<file path="src/rtl/step_seq_pkg.sv">
// step_seq_pkg: shared types, field widths and record field helpers for the
// step record sequencer.
// A record is {step mask, dwell ticks}. The mask has one bit per output pin and
// occupies the upper byte. Dwell ticks occupy the lower byte.
package step_seq_pkg;

  localparam int MASK_W  = 8;
  localparam int DWELL_W = 8;
  localparam int REC_W   = MASK_W + DWELL_W;

  // FSM state encoding. Plain constants keep the encoding fixed for legacy
  // tooling that inspects the state register.
  typedef logic [1:0] state_t;
  localparam state_t IDLE  = 2'd0;
  localparam state_t FETCH = 2'd1;
  localparam state_t PULSE = 2'd2;
  localparam state_t DWELL = 2'd3;

  // Step mask field of a record.
  function automatic logic [MASK_W-1:0] rec_mask(input logic [REC_W-1:0] rec);
    return rec[REC_W-1:DWELL_W];
  endfunction

  // Dwell tick count field of a record.
  function automatic logic [DWELL_W-1:0] rec_dwell(input logic [REC_W-1:0] rec);
    return rec[DWELL_W-1:0];
  endfunction

endpackage

</file>
<file path="src/rtl/step_record_sequencer_tick_prescaler.sv">
// tick_prescaler: divides clk by TICK_DIV and emits a one-cycle tick.
// While restart is high the count is held at 0. The first tick therefore
// lands TICK_DIV cycles after restart drops.
module tick_prescaler #(
  parameter int TICK_DIV = 16
) (
  input  logic clk,
  input  logic rst_n,
  input  logic restart,
  output logic tick
);

  localparam int CW = (TICK_DIV > 1) ? $clog2(TICK_DIV) : 1;
  localparam logic [CW-1:0] LAST = CW'(TICK_DIV - 1);
  localparam logic [CW-1:0] ONE  = CW'(1);

  logic [CW-1:0] cnt;

  assign tick = !restart && (cnt == LAST);

  // Free-running modulo-TICK_DIV count, held at zero during restart.
  always_ff @(posedge clk or negedge rst_n) begin
    if (!rst_n) begin
      cnt <= '0;
    end else if (restart || cnt == LAST) begin
      cnt <= '0;
    end else begin
      cnt <= cnt + ONE;
    end
  end

endmodule

</file>
<file path="src/rtl/step_record_sequencer.sv">
// step_record_sequencer: pops motion records from a show-ahead FIFO. For each
// record it drives a step pulse on the 8 pins, then waits for a timed dwell.
// Optional feature macro STEP_SEQ_COUNT_EN adds a 32-bit count of fetched
// records that had a non-zero step mask.
module step_record_sequencer
  import step_seq_pkg::*;
#(
  parameter int RECORD_W     = 16,
  parameter int PULSE_CYCLES = 8,
  parameter int TICK_DIV     = 16
) (
  input  logic                clk,
  input  logic                rst_n,
  input  logic                enable,
  input  logic                fifo_empty,
  input  logic [RECORD_W-1:0] fifo_data,
  output logic                fifo_read_en,
  output logic [MASK_W-1:0]   step_out,
  output logic                busy,
  output logic                underrun,
`ifdef STEP_SEQ_COUNT_EN
  output logic [31:0]         step_count,
`endif
  input  logic                clear_underrun
);

  localparam int PCW = (PULSE_CYCLES > 1) ? $clog2(PULSE_CYCLES) : 1;
  localparam logic [PCW-1:0]     PULSE_LAST = PCW'(PULSE_CYCLES - 1);
  localparam logic [PCW-1:0]     PULSE_ONE  = PCW'(1);
  localparam logic [DWELL_W-1:0] DWELL_ONE  = DWELL_W'(1);

  state_t             state;
  state_t             state_nxt;
  logic [PCW-1:0]     pulse_cnt;
  logic [DWELL_W-1:0] dwell_left;
  logic               tick;
  logic               pulse_last;
  logic               dwell_last;
  logic               rec_end;
  logic               underrun_set;
  logic [REC_W-1:0]   head_rec;

  assign head_rec     = fifo_data[REC_W-1:0];
  assign fifo_read_en = (state == FETCH) && !fifo_empty;
  assign busy         = (state != IDLE);
  assign pulse_last   = (state == PULSE) && (pulse_cnt == PULSE_LAST);
  assign dwell_last   = (state == DWELL) && tick && (dwell_left == DWELL_ONE);
  // A record ends after its last pulse cycle if it has no dwell. Otherwise it
  // ends on the final dwell tick.
  assign rec_end      = (pulse_last && dwell_left == '0) || dwell_last;

  // The prescaler starts each dwell from zero, so a dwell lasts exactly dwell*TICK_DIV cycles.
  tick_prescaler #(
    .TICK_DIV (TICK_DIV)
  ) u_prescaler (
    .clk     (clk),
    .rst_n   (rst_n),
    .restart (state != DWELL),
    .tick    (tick)
  );

  // Next-state decode; the end-of-record decision chains straight into FETCH when work is queued.
  always_comb begin
    state_nxt    = state;
    underrun_set = 1'b0;
    case (state)
      IDLE:    if (enable && !fifo_empty) state_nxt = FETCH;
      FETCH:   state_nxt = PULSE;
      PULSE:   if (pulse_last && dwell_left != '0) state_nxt = DWELL;
      DWELL:   state_nxt = DWELL;
      default: state_nxt = IDLE;
    endcase
    if (rec_end) begin
      if (enable && !fifo_empty) begin
        state_nxt = FETCH;
      end else begin
        state_nxt    = IDLE;
        underrun_set = enable;
      end
    end
  end

  // State register.
  always_ff @(posedge clk or negedge rst_n) begin
    if (!rst_n) state <= IDLE;
    else        state <= state_nxt;
  end

  // Record latch, pulse timing and dwell countdown. step_out is high for the whole PULSE state.
  always_ff @(posedge clk or negedge rst_n) begin
    if (!rst_n) begin
      step_out   <= '0;
      pulse_cnt  <= '0;
      dwell_left <= '0;
    end else begin
      case (state)
        FETCH: begin
          step_out   <= rec_mask(head_rec);
          dwell_left <= rec_dwell(head_rec);
          pulse_cnt  <= '0;
        end
        PULSE: begin
          pulse_cnt <= pulse_cnt + PULSE_ONE;
          if (pulse_last) step_out <= '0;
        end
        DWELL: begin
          if (tick) dwell_left <= dwell_left - DWELL_ONE;
        end
        default: step_out <= '0;
      endcase
    end
  end

  // Sticky underrun flag; a new underrun outranks a simultaneous clear.
  always_ff @(posedge clk or negedge rst_n) begin
    if (!rst_n)              underrun <= 1'b0;
    else if (underrun_set)   underrun <= 1'b1;
    else if (clear_underrun) underrun <= 1'b0;
  end

`ifdef STEP_SEQ_COUNT_EN
  // Count fetched records that actually step a pin; wraps naturally at 2^32.
  always_ff @(posedge clk or negedge rst_n) begin
    if (!rst_n)
      step_count <= '0;
    else if (fifo_read_en && rec_mask(head_rec) != '0)
      step_count <= step_count + 32'd1;
  end
`endif

endmodule

</file>
<file path="config.mk">
export PLATFORM = sky130hd
export DESIGN_NAME = step_record_sequencer
export DESIGN_NICKNAME = d
export VERILOG_FILES = /design/src/rtl/step_seq_pkg.sv /design/src/rtl/step_record_sequencer_tick_prescaler.sv /design/src/rtl/step_record_sequencer.sv
export SDC_FILE = /design/constraint.sdc
export NUM_CORES = 1
export LEC_CHECK = 0
export ABC_AREA = 0
export CAP_MARGIN = 10
export CORE_ASPECT_RATIO = 0.75
export CORE_UTILIZATION = 54
export DETAILED_ROUTE_END_ITERATION = 8
export GPL_TIMING_DRIVEN = 0
export HOLD_SLACK_MARGIN = 0.02
export PLACE_DENSITY_LB_ADDON = 0.05
export SLEW_MARGIN = 20
export SYNTH_ARGS = -nofsm -noshare
export SYNTH_HDL_FRONTEND = slang
export SYNTH_HIERARCHICAL = 1
export SYNTH_SLANG_ARGS = --single-unit
</file>
<file path="constraint.sdc">
create_clock -name clk -period 5.68 [get_ports clk]
set_input_delay 0.568 -clock clk [delete_from_list [all_inputs] [get_ports clk]]
set_output_delay 0.568 -clock clk [all_outputs]
set_load 0.01 [all_outputs]
</file>
======== Yosys cells after proc, flatten, opt, wreduce, memory -nomap -nowiden ========
Index checks and enable logic that the tools add are counted.
Widths: inputs -> output; s select.
cells by class
  add/subtract/negate cells ............... 3
  equality and inequality tests ........... 11
  muxes and demuxes ....................... 15
  bitwise logic cells ..................... 1
  reduce and logical (&&, ||, !) cells .... 22
operators by type and width
  operator             number
  $pmux 8 s3           1
  $mux 8               2
  $pmux 8 s2           1
  $eq 8x1->1 const B   1
  $logic_and 1x1->1    8
  $logic_not 8->1      1
  $pmux 2 s4           1
  $reduce_bool 2->1    4
  $reduce_bool 8->1    1
  $sub 8x1->8 const B  1
  $mux 2               3
  $ne 2x2->1 const B   3
  $pmux 3 s2           1
  $reduce_and 2->1     3
  $mux 1               5
  $add 4x1->4 const B  1
  $eq 2x2->1 const B   2
  $eq 4x4->1 const B   1
  $mux 4               1
  $add 3x1->3 const B  1
  $eq 3x3->1 const B   1
  $ne 3x2->1 const B   1
  $ne 3x3->1 const B   1
  $eq 2x1->1 const B   1
  4 further kinds      6
storage, ports and cells
  bits in registers ....................... 26
  input port bits ......................... 21
  logic and storage cells ................. 58

======== Logic depth before layout (Yosys ltp) ========
Gate-level depths: netlist of run 1.
  depth after elaboration ................. 8
  depth in mapped cells ................... 7

======== Hierarchy ========
The synthesis of run 1 kept the hierarchy.
by module, submodules not included
  module                 times used  cells an instance  area an instance (µm²)  seq. area each (µm²)
  step_record_sequencer  1           138                1291.2                  550.5
  tick_prescaler         1           15                 175.2                   100.1

======== Worst setup path after synthesis of run 1 ========
Ideal clock, no wire load.
  path type ............................... register -> register
  start ................................... register state[0]
  end ..................................... register state[1]
  data arrival time ....................... 1801 ps
  slack ................................... 3758 ps
  stages on the path, launching flop included .. 8
  path buffers ............................ 0
  clock period less this slack ............ 1922 ps
  path through ............................ dfrtp_1 -> ha_1 -> inv_1 -> nor2_1 -> and3_4 -> nand3_1 -> and3b_1 -> a22o_1
between the ends
  word-level cells in the longest chain between the ends .. 8
  elaborated cells between the ends (all ways) .. 18
  those cells by class .................... eq/ne: 6; mux: 2; reduce/logical: 10
ends and longest elaborated chain
  element                                                    line                                        text
  start, declared                                            step_record_sequencer.sv:32                 state_t state;
  start signal, assigned                                     step_record_sequencer.sv:86                 else state <= state_nxt;
  $ne 2x2->1 *                                               step_record_sequencer.sv:58                 .restart (state != DWELL),
  $logic_not 1->1 *                                          step_record_sequencer_tick_prescaler.sv:19  assign tick = !restart && (cnt == LAST);
  $logic_and 1x1->1 *                                        step_record_sequencer_tick_prescaler.sv:19
  net tick                                                   step_record_sequencer.sv:36                 logic tick;
  $logic_and 1x1->1 * (2 in series)                          step_record_sequencer.sv:47                 assign dwell_last = (state == DWELL) && tick && (dwell_left == DWELL_ONE);
  $logic_or 1x1->1 *                                         step_record_sequencer.sv:50                 assign rec_end = (pulse_last && dwell_left == '0) || dwell_last;
  $ne 3x3->1 (no line) / $ne 3x2->1 (equally long branches)  n/a
  $reduce_and 2->1 (no line)                                 n/a
Mark *: on every way through the listed nets, which the timed path passes. The rest lies on a longest branch.
A chain may end at the register's enable or synchronous reset.

======== Worst setup path after layout of run 1 ========
  start ................................... register state[1]
  end ..................................... output fifo_read_en
between the ends
  word-level cells in the longest chain between the ends .. 2
ends and longest elaborated chain
  element            line                         text
  $eq 2x1->1         step_record_sequencer.sv:44  assign fifo_read_en = (state == FETCH) && !fifo_empty;
  $logic_and 1x1->1  step_record_sequencer.sv:44
  end, declared      step_record_sequencer.sv:17  output logic fifo_read_en,
Every way passes these cells.

==> results.md, run 1 <==
- The CTS tree is built.
- The worst setup path is of the reg2out kind.
- The proportion of synthesized chip area in sequential cells is between 40% and 50%.
- The initial standard-cell utilization of the core is around 61%.
- Setup repair after global routing left no endpoint under its margin.
- Of all nets on the critical path, the largest fanout is 10.
- The layout overhead on the synthesized area is 27.3%.
- The largest total area in the synthesized netlist belongs to sky130_fd_sc_hd__dfrtp_1.
- The flow ran to the end, and the final reports show no timing, DRC or antenna violations.
- The wire length reported by the detailed router is around 3.2 mm.
- After synthesis, the cell types taking the most area are sky130_fd_sc_hd__dfrtp_1, sky130_fd_sc_hd__ha_1, sky130_fd_sc_hd__nand2_1, sky130_fd_sc_hd__o21ai_0, sky130_fd_sc_hd__a21oi_1.
- The clock insertion delay at the later pin of the skew report is 330 ps.
- Dividing the synthesized area by the synthesized cell count gives between 9 and 10 um2.
- The design draws 0.631 mW.
- Detailed routing inserted a total of approximately 1200 vias.
- The last weighted congestion value of the routability-driven placer is 0.768.
- The floorplan step defined a die boundary enclosing a little under 0.003 mm2.
- At the end of the flow the core is filled with cells to 77.1%.
- The core outline area is 0.00242 mm2.
- The number of antenna violations at the first check in global routing was 0.
- For the final routed database, the setup TNS stands at 0 ps.
- The proportion of layout cells with a drive suffix above 1 is 7.45%.
- The switching part of the total is 33.5%.
- The critical path data arrival time is 2210 ps.
- The count of yosys warnings during synthesis is 6.
- In this run the post-CTS setup repair buffer count came out at 0.
- The share of total power dissipated in sequential elements is 46.8%.
- The count of input and output buffers is 31.
- The number of global-route vias before repair was 1174.
- Across the run, the number of max-cap violations was 0.
- For this run, the top clock speed supported by timing is 359 MHz.
- The internal power component is roughly 0.42 mW.
- The classification of the worst-slack hold path is in2async.
- The count of cells in the finished layout, fillers not included, comes to 222.
- In this run the static leakage power is between 0.8 and 0.9 nW.
- The number of clock buffers added by TritonCTS is 3.
- In this run the power density over the cells is around 340 mW/mm2.
- The endpoint kind of the worst setup timing path is an output port.
- The synthesized netlist contains 36 unique library cells.
- The synthesized netlist occupies a cell area of 0.00147 mm2.
- Headroom to the max-slew limit came out at 63.0%.
- The number of hold-slack violations in the final timing report is 0.
- The total overflow left after global routing is 0.
- In the routed design, unresolved DRC markers number 0.
- The global-route wire length before repair is between 5 and 6 mm.
- The post-DP HPWL is 2.47 mm.
- The repair_antennas step left the layout with diodes totalling 0.
- The number of cells in the design after placement is 218.
- On the final layout, the worst clock skew is 16.2 ps.
- Leaving out fill and tap cells, the most frequent cell in the layout is sky130_fd_sc_hd__clkdlybuf4s50_1.
- Leaving out fill and tap cells, the most frequent cells in the layout are sky130_fd_sc_hd__clkdlybuf4s50_1, sky130_fd_sc_hd__dfrtp_1, sky130_fd_sc_hd__nand2_1.
- Counting every instance in the synthesized netlist gives 153.
- For this design, the CTS-stage hold fixing added 0 buffers.
- The detail-routed via count per cell is 5.36.
- The number of standard-cell rows in the floorplan is 15.
- The portion of synthesized cell area occupied by the leading cell type is 44.4%.
- In this run the number of H-tree levels came out at 1.
- The net count after synthesis is ~190.
- The clock net in this run drives a total of 26 sinks.
- STA puts the critical path data required time at 5110 ps.
- The final-stage net count is 221.
- Entering global routing, the biggest net connects 27 pins.
- Of the available clock period, the critical path in the final layout requires about half.
- Clock-pin slew was measured on the worst setup and hold paths at 150 ps.
- In the final routed layout, each cell accounts on average for approximately 14 um.
- Of the total power, the clock network draws 20.1%.
- The number of gates resized after CTS was 0.
- The I/O pin count is 32.
- The overall routing resource usage is 24.4%.
- The count of nets left with antenna violations once routing finished came out at 0.
- In this run the clock root is driven by a sky130_fd_sc_hd__clkbuf_4.
- The count of final max-slew check failures came to 0.
- The measured slew at the worst slew-check pin is 554 ps.
- Counting cells, the worst reg-to-reg path comes to 7.
- Measured along the y axis, the die boundary spans roughly 47 um.
- The number of synthesized register bits is 26.
- The clock passes through at most 2 buffers.
- Setup violations remaining at the end of the flow were counted as 0.
- The first TritonRoute pass finished after 4 iterations.
- The net switching power is ~0.21 mW.
- The minimum clock period is 2780 ps.
- VDD sags by at most 294 uV.
- The share of total power dissipated in combinational logic is between 30% and 40%.
- In this run, the number of DRC markers left after iteration 0 of detailed routing was 75.
- The die outline width is 62.2 um.
- The worst setup path is launched from a flip-flop.
==> logic make-up (layout without fill, tap and decap cells) <==
group                      count (synthesis)  after routing  synth area share (%)
buffers and inverters                     14             49                  3.58
xor gates and xnor gates                   2              2                  1.19
DFF                                       26             26                  44.4
muxes                                      3              3                  2.39
adders and majority gates                 11             11                  9.39
AOI/OAI and AO/OA                         42             42                  19.0
and+or+nand+nor                           55             55                  20.1
==> Yosys cell counts, drive strengths merged <==
master,number
dfrtp,26
a22o,1
o22a,1
o22ai,4
o21ba,3
xnor2,1
nand2,22
and2,1
and3,2
nor3,2
a211oi,1
a22oi,1
or3,1
nor2,10
o211ai,1
clkbuf,3
mux2,1
a31oi,3
o21ai,12
ha,11
a21oi,9
nor3b,1
inv,11
nand4bb,1
and3b,1
nand3,8
nor2b,2
a21o,2
mux2i,2
a311oi,1
xor2,1
nand2b,3
nand3b,1
o21a,2
o21bai,1
==> power groups by stage <==
stage | Sequential, mW | Clock (mW) | Combinational, mW
after floorplan | 0.297 | 0 | 0.116
after global placement | 0.293 | 0 | 0.197
after detailed placement | 0.299 | 0 | 0.209
after CTS | 0.295 | 0.131 | 0.210
after global routing | 0.305 | 0.135 | 0.233
final | 0.296 | 0.127 | 0.209
==> path summary, 6_finish.rpt <==
kind                                          from                   endpoint  slack [ps]
max                           state[1]$_DFFE_PN0P_               fifo_read_en        2900
max in group asynchronous                    rst_n   pulse_cnt[1]$_DFFE_PN0P_        5100
min                                          rst_n  dwell_left[3]$_DFFE_PN0P_         200
min reg2reg                step_out[7]$_DFFE_PN0P_    step_out[7]$_DFFE_PN0P_         500
max reg2reg                   state[1]$_DFFE_PN0P_       state[0]$_DFFE_PN0P_        3370
min in group clk           step_out[7]$_DFFE_PN0P_    step_out[7]$_DFFE_PN0P_         500
==> layer usage <==
metal  vias up  global-route usage (%)  share of wire [%]
met5         -                       0                  0
met4         0                    4.19               0.44
met3         2                    5.58                5.0
met2        36                    44.8                 48
met1       552                    31.1                 47
li1        600                       -                  -
==> worst max-delay path: stages (launching register included) <==
cell,delay (ps)
sky130_fd_sc_hd__dfrtp_1,450
sky130_fd_sc_hd__inv_1,120
sky130_fd_sc_hd__ha_1,190
sky130_fd_sc_hd__clkbuf_1,400
sky130_fd_sc_hd__nor2b_1,190
sky130_fd_sc_hd__clkdlybuf4s50_1,540
==> cell type report <==
type | count | area (um2)
Multi-Input combinational cell | 113 | 763
Sequential cell | 26 | 651
Fill cell | 167 | 554
Timing Repair Buffer | 31 | 305
Tap cell | 34 | 42.5
Inverter | 11 | 41.3
Clock inverter | 1 | 30.0
Clock buffer | 3 | 22.5
Buffer | 3 | 11.3
==> through the flow <==
stage	area [um2]	hold slack, ps	setup WS [ps]
2_1_floorplan	1470	272	3760
6_report	1870	196	2900
4_1_cts	1870	223	2890
3_3_place_gp	1820	463	3310
5_1_grt	1870	245	2750
3_5_place_dp	1810	476	3290
==> state kept, by name, indices dropped and copies added, names as in the netlist <==
name / flops
pulse_cnt: 3
step_out: 8
state: 2
underrun: 1
u_prescaler/cnt: 4
dwell_left: 8
Power figures use the tool's default switching activity.
==> run 2, diff against run 1 <==
--- a/config.mk
+++ b/config.mk
@@ -8,7 +8,7 @@
 export ABC_AREA = 0
 export CAP_MARGIN = 10
 export CORE_ASPECT_RATIO = 0.75
-export CORE_UTILIZATION = 54
+export CORE_UTILIZATION = 50
 export DETAILED_ROUTE_END_ITERATION = 8
 export GPL_TIMING_DRIVEN = 0
 export HOLD_SLACK_MARGIN = 0.02
==> constraint.sdc (replaced) <==
create_clock -name clk -period 2.8 [get_ports clk]
set_input_delay 0.28 -clock clk [delete_from_list [all_inputs] [get_ports clk]]
set_output_delay 0.28 -clock clk [all_outputs]
set_load 0.01 [all_outputs]
==> run 2 against run 1 <==
  * Combinational power grew 98%
  * Register-to-register slack got worse by 2900 ps
  * Worst hold slack improved by 300 ps
  * Sequential power is 100% higher
  * Sequential cell count unchanged
  * Via count rose by 1.1%
  * Non-clock buffer count increased by 1
  * Routed wire length fell by 9.1%
==> results.md, run 2 (same netlist as run 1, synthesis figures left out) <==
- The number of hold buffers added after CTS was 1.
- The leakage component of the power is 0.841 nW.
- On the final layout, the worst clock skew is between 7 and 8 ps.
- The start point of the worst hold path is step_out[1]$_DFFE_PN0P_.
- Buffers added to address setup during post-CTS repair amount to 0.
- In this run the core area contains 16 standard-cell rows.
- In the final layout, the share of cells above drive strength 1 is 7.41%.
- The H-tree depth is 1.
- The most crowded layer after global routing is met2.
- STA puts the critical path data arrival time at 2070 ps.
- The net count of the finished layout is between 200 and 250.
- The count of final max-slew check failures came to 0.
- The number of cell instances on the worst register-to-register path is 7.
- By startpoint and endpoint, the worst setup path is classified as reg2out.
- The number of antenna violations at the first check in global routing is 0.
- The aggregate global routing overflow is 0.
- For hold timing, the worst endpoint is step_out[1]$_DFFE_PN0P_.
- Entering global routing, the biggest net connects 27 pins.
- TritonCTS built the clock tree.
- The launching instance or port of the critical path is state[1]$_DFFE_PN0P_.
- The global-route wire length before repair is 5.07 mm.
- In the finished design, the share of the clock period the worst path needs comes to a little over four fifths.
- The wire-length estimate of the detail-placed layout is between 2 and 2.5 mm.
- The met1 track demand over resource in global routing is approximately 27%.
- The number of filler instances in the final layout is around 210.
- The number of buffers on the longest clock path is 2.
- The quantity of gates resized following cts is 0.
- After detailed routing, the average wire length per cell comes to 12.9 um.
- The core outline area is around 0.0027 mm2.
- For the worst setup path, the data required time is 2520 ps.
- The top cell types in the final layout, fill and taps aside, are sky130_fd_sc_hd__clkdlybuf4s50_1, sky130_fd_sc_hd__dfrtp_1, sky130_fd_sc_hd__nand2_1.
- For flop-to-flop paths, the worst setup slack is 520 ps.
- Setup repair after global routing left no endpoint under its margin.
- Input and output buffers added on the ports amount to 31.
- The highest net fanout along the worst path is 10.
- The count of max-cap constraint violations is 0.
- The I/O pin count is 32.
- The classification of the worst-slack hold path is reg2reg.
- The number of antenna diodes is 0.
- In the routed design, unresolved DRC markers number 0.
- The commonest non-fill, non-tap cell in the layout is sky130_fd_sc_hd__clkdlybuf4s50_1.
- The routed layout has roughly 1200 vias.
- In the final layout, the registers with the most flip-flops are dwell_left: 8 flops, step_out: 8 flops, u_prescaler/cnt: 4 flops.
- From bottom edge to top edge, the die measures 48.9 um.
- The placement-stage cell area is 0.00182 mm2.
- The maximum achievable frequency is 425 MHz.
- The startpoint type of the worst setup path is a flip-flop.
- For this run, global-route usage on met3 was measured as 4.21%.
- The critical path goes through inv_1, ha_1, clkbuf_1, nor2b_1, clkdlybuf4s50_1.
- The number of global-route vias before repair came to 1151.
- The slowest stage of the critical path belongs to the cell sky130_fd_sc_hd__clkdlybuf4s50_1.
- The clock transition at the registers of the reported paths is 90 ps.
- The final cell area excluding filler cells is 0.00188 mm2.
- After the first detailed-routing iteration, the DRC count stood at 65.
- The relative max-transition margin is 61.4%.
- CTS placed an instance of sky130_fd_sc_hd__clkbuf_8 at the clock tree root.
- The global routing met2 resource utilization is 34.9%.
- The minimum clock period is 2350 ps.
- Along the worst hold path, the cell count comes to 2.
- VDD sags by at most a little over 400 uV.
- The overall routing resource usage is 20.5%.
- The die outline width is 64.5 um.
- The count of nets left with antenna violations once routing finished came out at 0.
- Setup violations remaining at the end of the flow were counted as 0.
- The first detailed-routing pass ran for 4 iterations.
- The number of buffers created by CTS is 3.
- The clock insertion delay at the later pin of the skew report is 270 ps.
- Broken down by cell family, the worst path's largest delay share belongs to buffers and inverters.
- Once the floorplan was initialized, standard cells occupied a little over half of the core.
- Power spread over the standard cell area amounts to approximately 660 mW/mm2.
- The full die area is 0.00316 mm2.
- Compared with the post-synthesis result, the final layout area differs by 28.3%.
- The last weighted congestion value of the routability-driven placer is around 0.85.
- The number of clock sinks seen by CTS is 26.
- The peak per-stage delay on the critical path is 540 ps.
- After detailed routing, the total wire length is around 2.9 mm.
- The buffering stage count on the worst path with inverters included is 3.
- The setup TNS after final layout is 0 ps.
- The number of hold-slack violations in the final timing report came to 0.
- The measured slew at the worst slew-check pin is 579 ps.
- The worst register-to-register path begins at state[0]$_DFFE_PN0P_.
- The run finished with clean final reports.
- The endpoint of the worst-slack reg-to-reg timing path is state[0]$_DFFE_PN0P_.
- After detailed routing, the number of vias per cell comes to 5.35.
- The endpoint kind of the worst setup timing path is an output port.
[run 2: cell types whose count changed in the layout (fill, tap and decap cells not counted)]
| cell | change |
|---|---|
| sky130_fd_sc_hd__bufinv_16 | -1 |
| sky130_fd_sc_hd__clkbuf_4 | -3 |
| sky130_fd_sc_hd__clkbuf_8 | +4 |
| sky130_fd_sc_hd__dlygate4sd3_1 | +1 |
[run 2: per-stage QoR]
stage / hold WS [ps] / setup WS (ps) / utilization (%) / power, mW / std cells
after floorplan: -15.6 / 878 / - / 0.837 / 153
after global placement: 462 / 624 / 67.4 / 0.995 / 220
after detailed placement: 314 / 584 / 67.2 / 1.02 / 220
after CTS: 499 / 428 / 69.6 / 1.26 / 225
after global routing: 517 / 239 / 69.6 / 1.35 / 225
final: 494 / 450 / 69.6 / 1.25 / 225
[run 2: final cells by class]
cell class | instances | area, um2 | area share, %
buffer | 3 | 11.3 | 0.598
sequential | 26 | 651 | 34.6
inverter | 11 | 41.3 | 2.19
clock buffer | 4 | 55.1 | 2.93
timing repair buffer | 32 | 315 | 16.8
multi-input combinational | 113 | 763 | 40.6
tap | 36 | 45.0 | 2.39
[run 2: worst max-delay path by stage]
stage / endpoint / slack [ps] / cells past startpoint
2_1_floorplan: state[1]$_DFFE_PN0P_ / 880 / 7
3_3_place_gp: state[1]$_DFFE_PN0P_ / 620 / 7
3_5_place_dp: state[0]$_DFFE_PN0P_ / 580 / 7
4_1_cts: fifo_read_en / 430 / 5
5_1_grt: fifo_read_en / 240 / 5
6_report: fifo_read_en / 450 / 5
[run 2: where the power goes]
group,internal (mW),leakage (nW),switching (mW)
sequential,0.485,0.306,0.113
combinational,0.223,0.507,0.191
clock,0.126,0.0288,0.114
total,0.833,0.841,0.418
[run 2: layer usage]
layer / share of wire (%) / wire, um / vias to the layer above
met5: 0 / 0 / -
met4: 0.45 / 13 / 0
met3: 3.4 / 98 / 2
met2: 47 / 1350 / 30
met1: 50 / 1440 / 561
li1: - / - / 610
[run 2: worst register-to-register path: stages (launching register included)]
cell                       delay (ps)
sky130_fd_sc_hd__dfrtp_1          410
sky130_fd_sc_hd__ha_1             310
sky130_fd_sc_hd__inv_1            180
sky130_fd_sc_hd__nor2_1           400
sky130_fd_sc_hd__and3_4           300
sky130_fd_sc_hd__o211ai_4         100
sky130_fd_sc_hd__mux2_4           320
sky130_fd_sc_hd__mux2i_1          180
==> run 3, diff against run 2 <==
--- a/config.mk
+++ b/config.mk
@@ -8,7 +8,7 @@
 export ABC_AREA = 0
 export CAP_MARGIN = 10
 export CORE_ASPECT_RATIO = 0.75
-export CORE_UTILIZATION = 50
+export CORE_UTILIZATION = 45
 export DETAILED_ROUTE_END_ITERATION = 8
 export GPL_TIMING_DRIVEN = 0
 export HOLD_SLACK_MARGIN = 0.02
==> constraint.sdc (replaced) <==
create_clock -name clk -period 2.1 [get_ports clk]
set_input_delay 0.21 -clock clk [delete_from_list [all_inputs] [get_ports clk]]
set_output_delay 0.21 -clock clk [all_outputs]
set_load 0.01 [all_outputs]
==> run 3 against run 2 <==
  * Clock power is 72% higher
  * Sequential power is 34% higher
  * Highest routed layer unchanged
  * Clock skew is 2.8 ps lower
  * Final cell count is 0.89% higher
  * Critical path type is now reg2reg
==> results.md, run 3 (same netlist as run 1, synthesis figures left out) <==
- After the first detailed-routing iteration, the DRC count stood at 75.
- At the pin with the least slew margin, the transition time is 585 ps.
- The count of input and output buffers is 31.
- The startpoint type of the worst setup path is a flip-flop.
- The number of buffers created by CTS is 3.
- By startpoint and endpoint, the worst setup path is classified as reg2reg.
- The final cycle utilization of the critical path is 93.5%.
- Measured along the y axis, the die boundary spans between 50 and 60 um.
- For this design the static power due to leakage is 0.866 nW.
- The wire length reported by the detailed router is 3.12 mm.
- The post-DP HPWL is 2.31 mm.
- The clock root buffer is sky130_fd_sc_hd__clkbuf_8.
- The number of cells in the design after placement is around 220.
- The number of hold-slack violations in the final timing report is 0.
- In the global route stage, met2 resource usage came out at 32.0%.
- Setup repair after global routing left no endpoint under its margin.
- In the final layout, the registers with the most flip-flops are dwell_left: 8 flops, step_out: 8 flops, u_prescaler/cnt: 4 flops.
- The maximum VDD drop is about 470 uV.
- Data arrives at the worst endpoint at 2150 ps.
- For this run, the post-layout net count is 222.
- The clock transition at the registers of the reported paths is 90 ps.
- In this run the worst path has a maximum fanout of 8.
- The tool flagged a number of max-cap violations equal to 0.
- After detailed routing, the average wire length per cell comes to 13.8 um.
- The setup slack on the worst flop-to-flop path is 140 ps.
- The clock period could shrink to between 1500 and 2000 ps.
- The die covers about 0.0035 mm2.
- The data required time at the worst endpoint is 2290 ps.
- The via total after detailed routing is 1213.
- The aggregate global routing overflow is 0.
- Timing would allow up to 510 MHz.
- The launching instance or port of the critical path is state[1]$_DFFE_PN0P_.
- The cell with the largest stage delay on the worst path is sky130_fd_sc_hd__dfrtp_2.
- The maximum number of pins on one net before global-route repair is 27.
- The number of global-route vias before repair is roughly 1100.
- Once detail routing completed, the nets flagged for antenna violations numbered 0.
- In this run the post-CTS setup repair buffer count came out at 0.
- The endpoint kind of the worst setup timing path is a flip-flop.
- Power spread over the standard cell area amounts to 926 mW/mm2.
- The floorplan has 17 rows.
- The detail-routed via count per cell is 5.34.
- Compared with the post-synthesis result, the final layout area differs by 31.4%.
- In the routed design, unresolved DRC markers number 0.
- The number of antenna diodes is 0.
- The classification of the worst-slack hold path is in2async.
- In this run the number of H-tree levels came out at 1.
- The relative max-transition margin is 61.0%.
- The clock insertion delay at the later pin of the skew report is 270 ps.
- The startpoint identified for the worst register-to-register timing path is state[1]$_DFFE_PN0P_.
- The signal on the critical path passes through ha_2, inv_1, nor2_4, and3_4, o211ai_4, mux2_4, mux2i_1.
- The number of antenna violations at the first check in global routing is 0.
- The minimum setup slack after placement is -148 ps.
- The post-route clock skew is between 4 and 5 ps.
- Cells fill 63.8% of the core in the end.
- The top cell types in the final layout, fill and taps aside, are sky130_fd_sc_hd__clkdlybuf4s50_1, sky130_fd_sc_hd__dfrtp_1, sky130_fd_sc_hd__nand2_1.
- The number of buffers on the longest clock path is 2.
- The endpoint of the worst-slack reg-to-reg timing path is state[0]$_DFFE_PN0P_.
- The flow ran to the end, and the final reports show no timing, DRC or antenna violations.
- The proportion of layout cells with a drive suffix above 1 is 10.6%.
- The peak per-stage delay on the critical path is 460 ps.
- The count of final max-slew check failures is 0.
- Global routing used under 10% of the available met3 tracks.
- The die outline width is 67.9 um.
- For this design the top-level I/O count stands at 32.
- Excluding fillers, the count of instances in the completed layout stands at 227.
- The tree built by TritonCTS fans out to 26 sinks.
- The CTS tree is built.
- The initial utilization of the core area, before any placement, comes to 48.6%.
- The met1 track demand over resource in global routing is between 20% and 30%.
- The first global-routing pass estimated 5.09 mm of wire.
- The worst setup margin is ~140 ps.
- The commonest non-fill, non-tap cell in the layout is sky130_fd_sc_hd__clkdlybuf4s50_1.
- The most crowded layer after global routing is met2.
- The number of cells on the worst reg-to-reg path is 7.
- The number of endpoints failing setup at the final stage is 0.
- The last weighted congestion value of the routability-driven placer is a little under 0.8.
- After floorplanning, the core was sized to cover 0.00302 mm2.
- The overall routing resource usage is between 20% and 30%.
- The number of detailed-routing iterations run before antenna repair is 4.
[run 3: cell count changes in the layout (fill, tap and decap cells not counted), sizes merged]
cell / delta
bufinv: +1
dlymetal6s2s: +1
clkbuf: -1
clkdlybuf4s50: -1
[run 3: metal layers]
| metal | vias up | share of wire [%] |
|---|---|---|
| met2 | 36 | 45 |
| met3 | 2 | 6.2 |
| met1 | 568 | 49 |
| met4 | 0 | 0.22 |
| met5 | - | 0 |
| li1 | 607 | - |
[run 3: how the worst max path moves through the flow]
| stage | end |
|---|---|
| finish | state[0]$_DFFE_PN0P_ |
| floorplan | state[1]$_DFFE_PN0P_ |
| detailed placement | dwell_left[7]$_DFFE_PN0P_ |
| CTS | fifo_read_en |
| global route | dwell_left[6]$_DFFE_PN0P_ |
| global placement | state[0]$_DFFE_PN0P_ |
[run 3: where the power goes]
group,internal (mW),leakage [nW],switching (mW),total [mW]
sequential,0.647,0.306,0.152,0.798
clock,0.255,0.0357,0.156,0.411
combinational,0.305,0.525,0.270,0.576
total,1.21,0.866,0.578,1.78
[run 3: critical path, delay by kind of cell (launching register included)]
kind | cells | cell delay [ps]
muxes | 2 | 470
AOI/OAI and AO/OA | 1 | 210
and+or+nand+nor | 2 | 260
adders and majority gates | 1 | 230
DFF | 1 | 460
buffers and inverters | 1 | 250
[run 3: area by class of cell]
cell class | instances | area [um2]
Fill cell | 249 | 1090
Inverter | 11 | 41.3
Multi-Input combinational cell | 113 | 776
Buffer | 3 | 21.3
Sequential cell | 26 | 652
Clock inverter | 1 | 30.0
Timing Repair Buffer | 32 | 318
Tap cell | 38 | 47.5
Clock buffer | 3 | 41.3
[run 3: stage by stage]
stage	power [mW]	TNS (ps)	instance area [um2]	hold slack [ps]
after detailed placement	1.37	-774	1820	241
after global placement	1.33	-382	1820	462
final	1.78	0	1930	468
after global routing	1.92	0	1930	491
after CTS	1.80	0	1920	471
after floorplan	1.12	0	1470	-85.6
[run 3: timing repair]
item,4_1_cts,5_1_grt
hold buffers,1,0
endpoints found under the hold margin,26,0
endpoints found under the setup margin,8,8
pin swaps,0,1
gates resized for setup,7,3
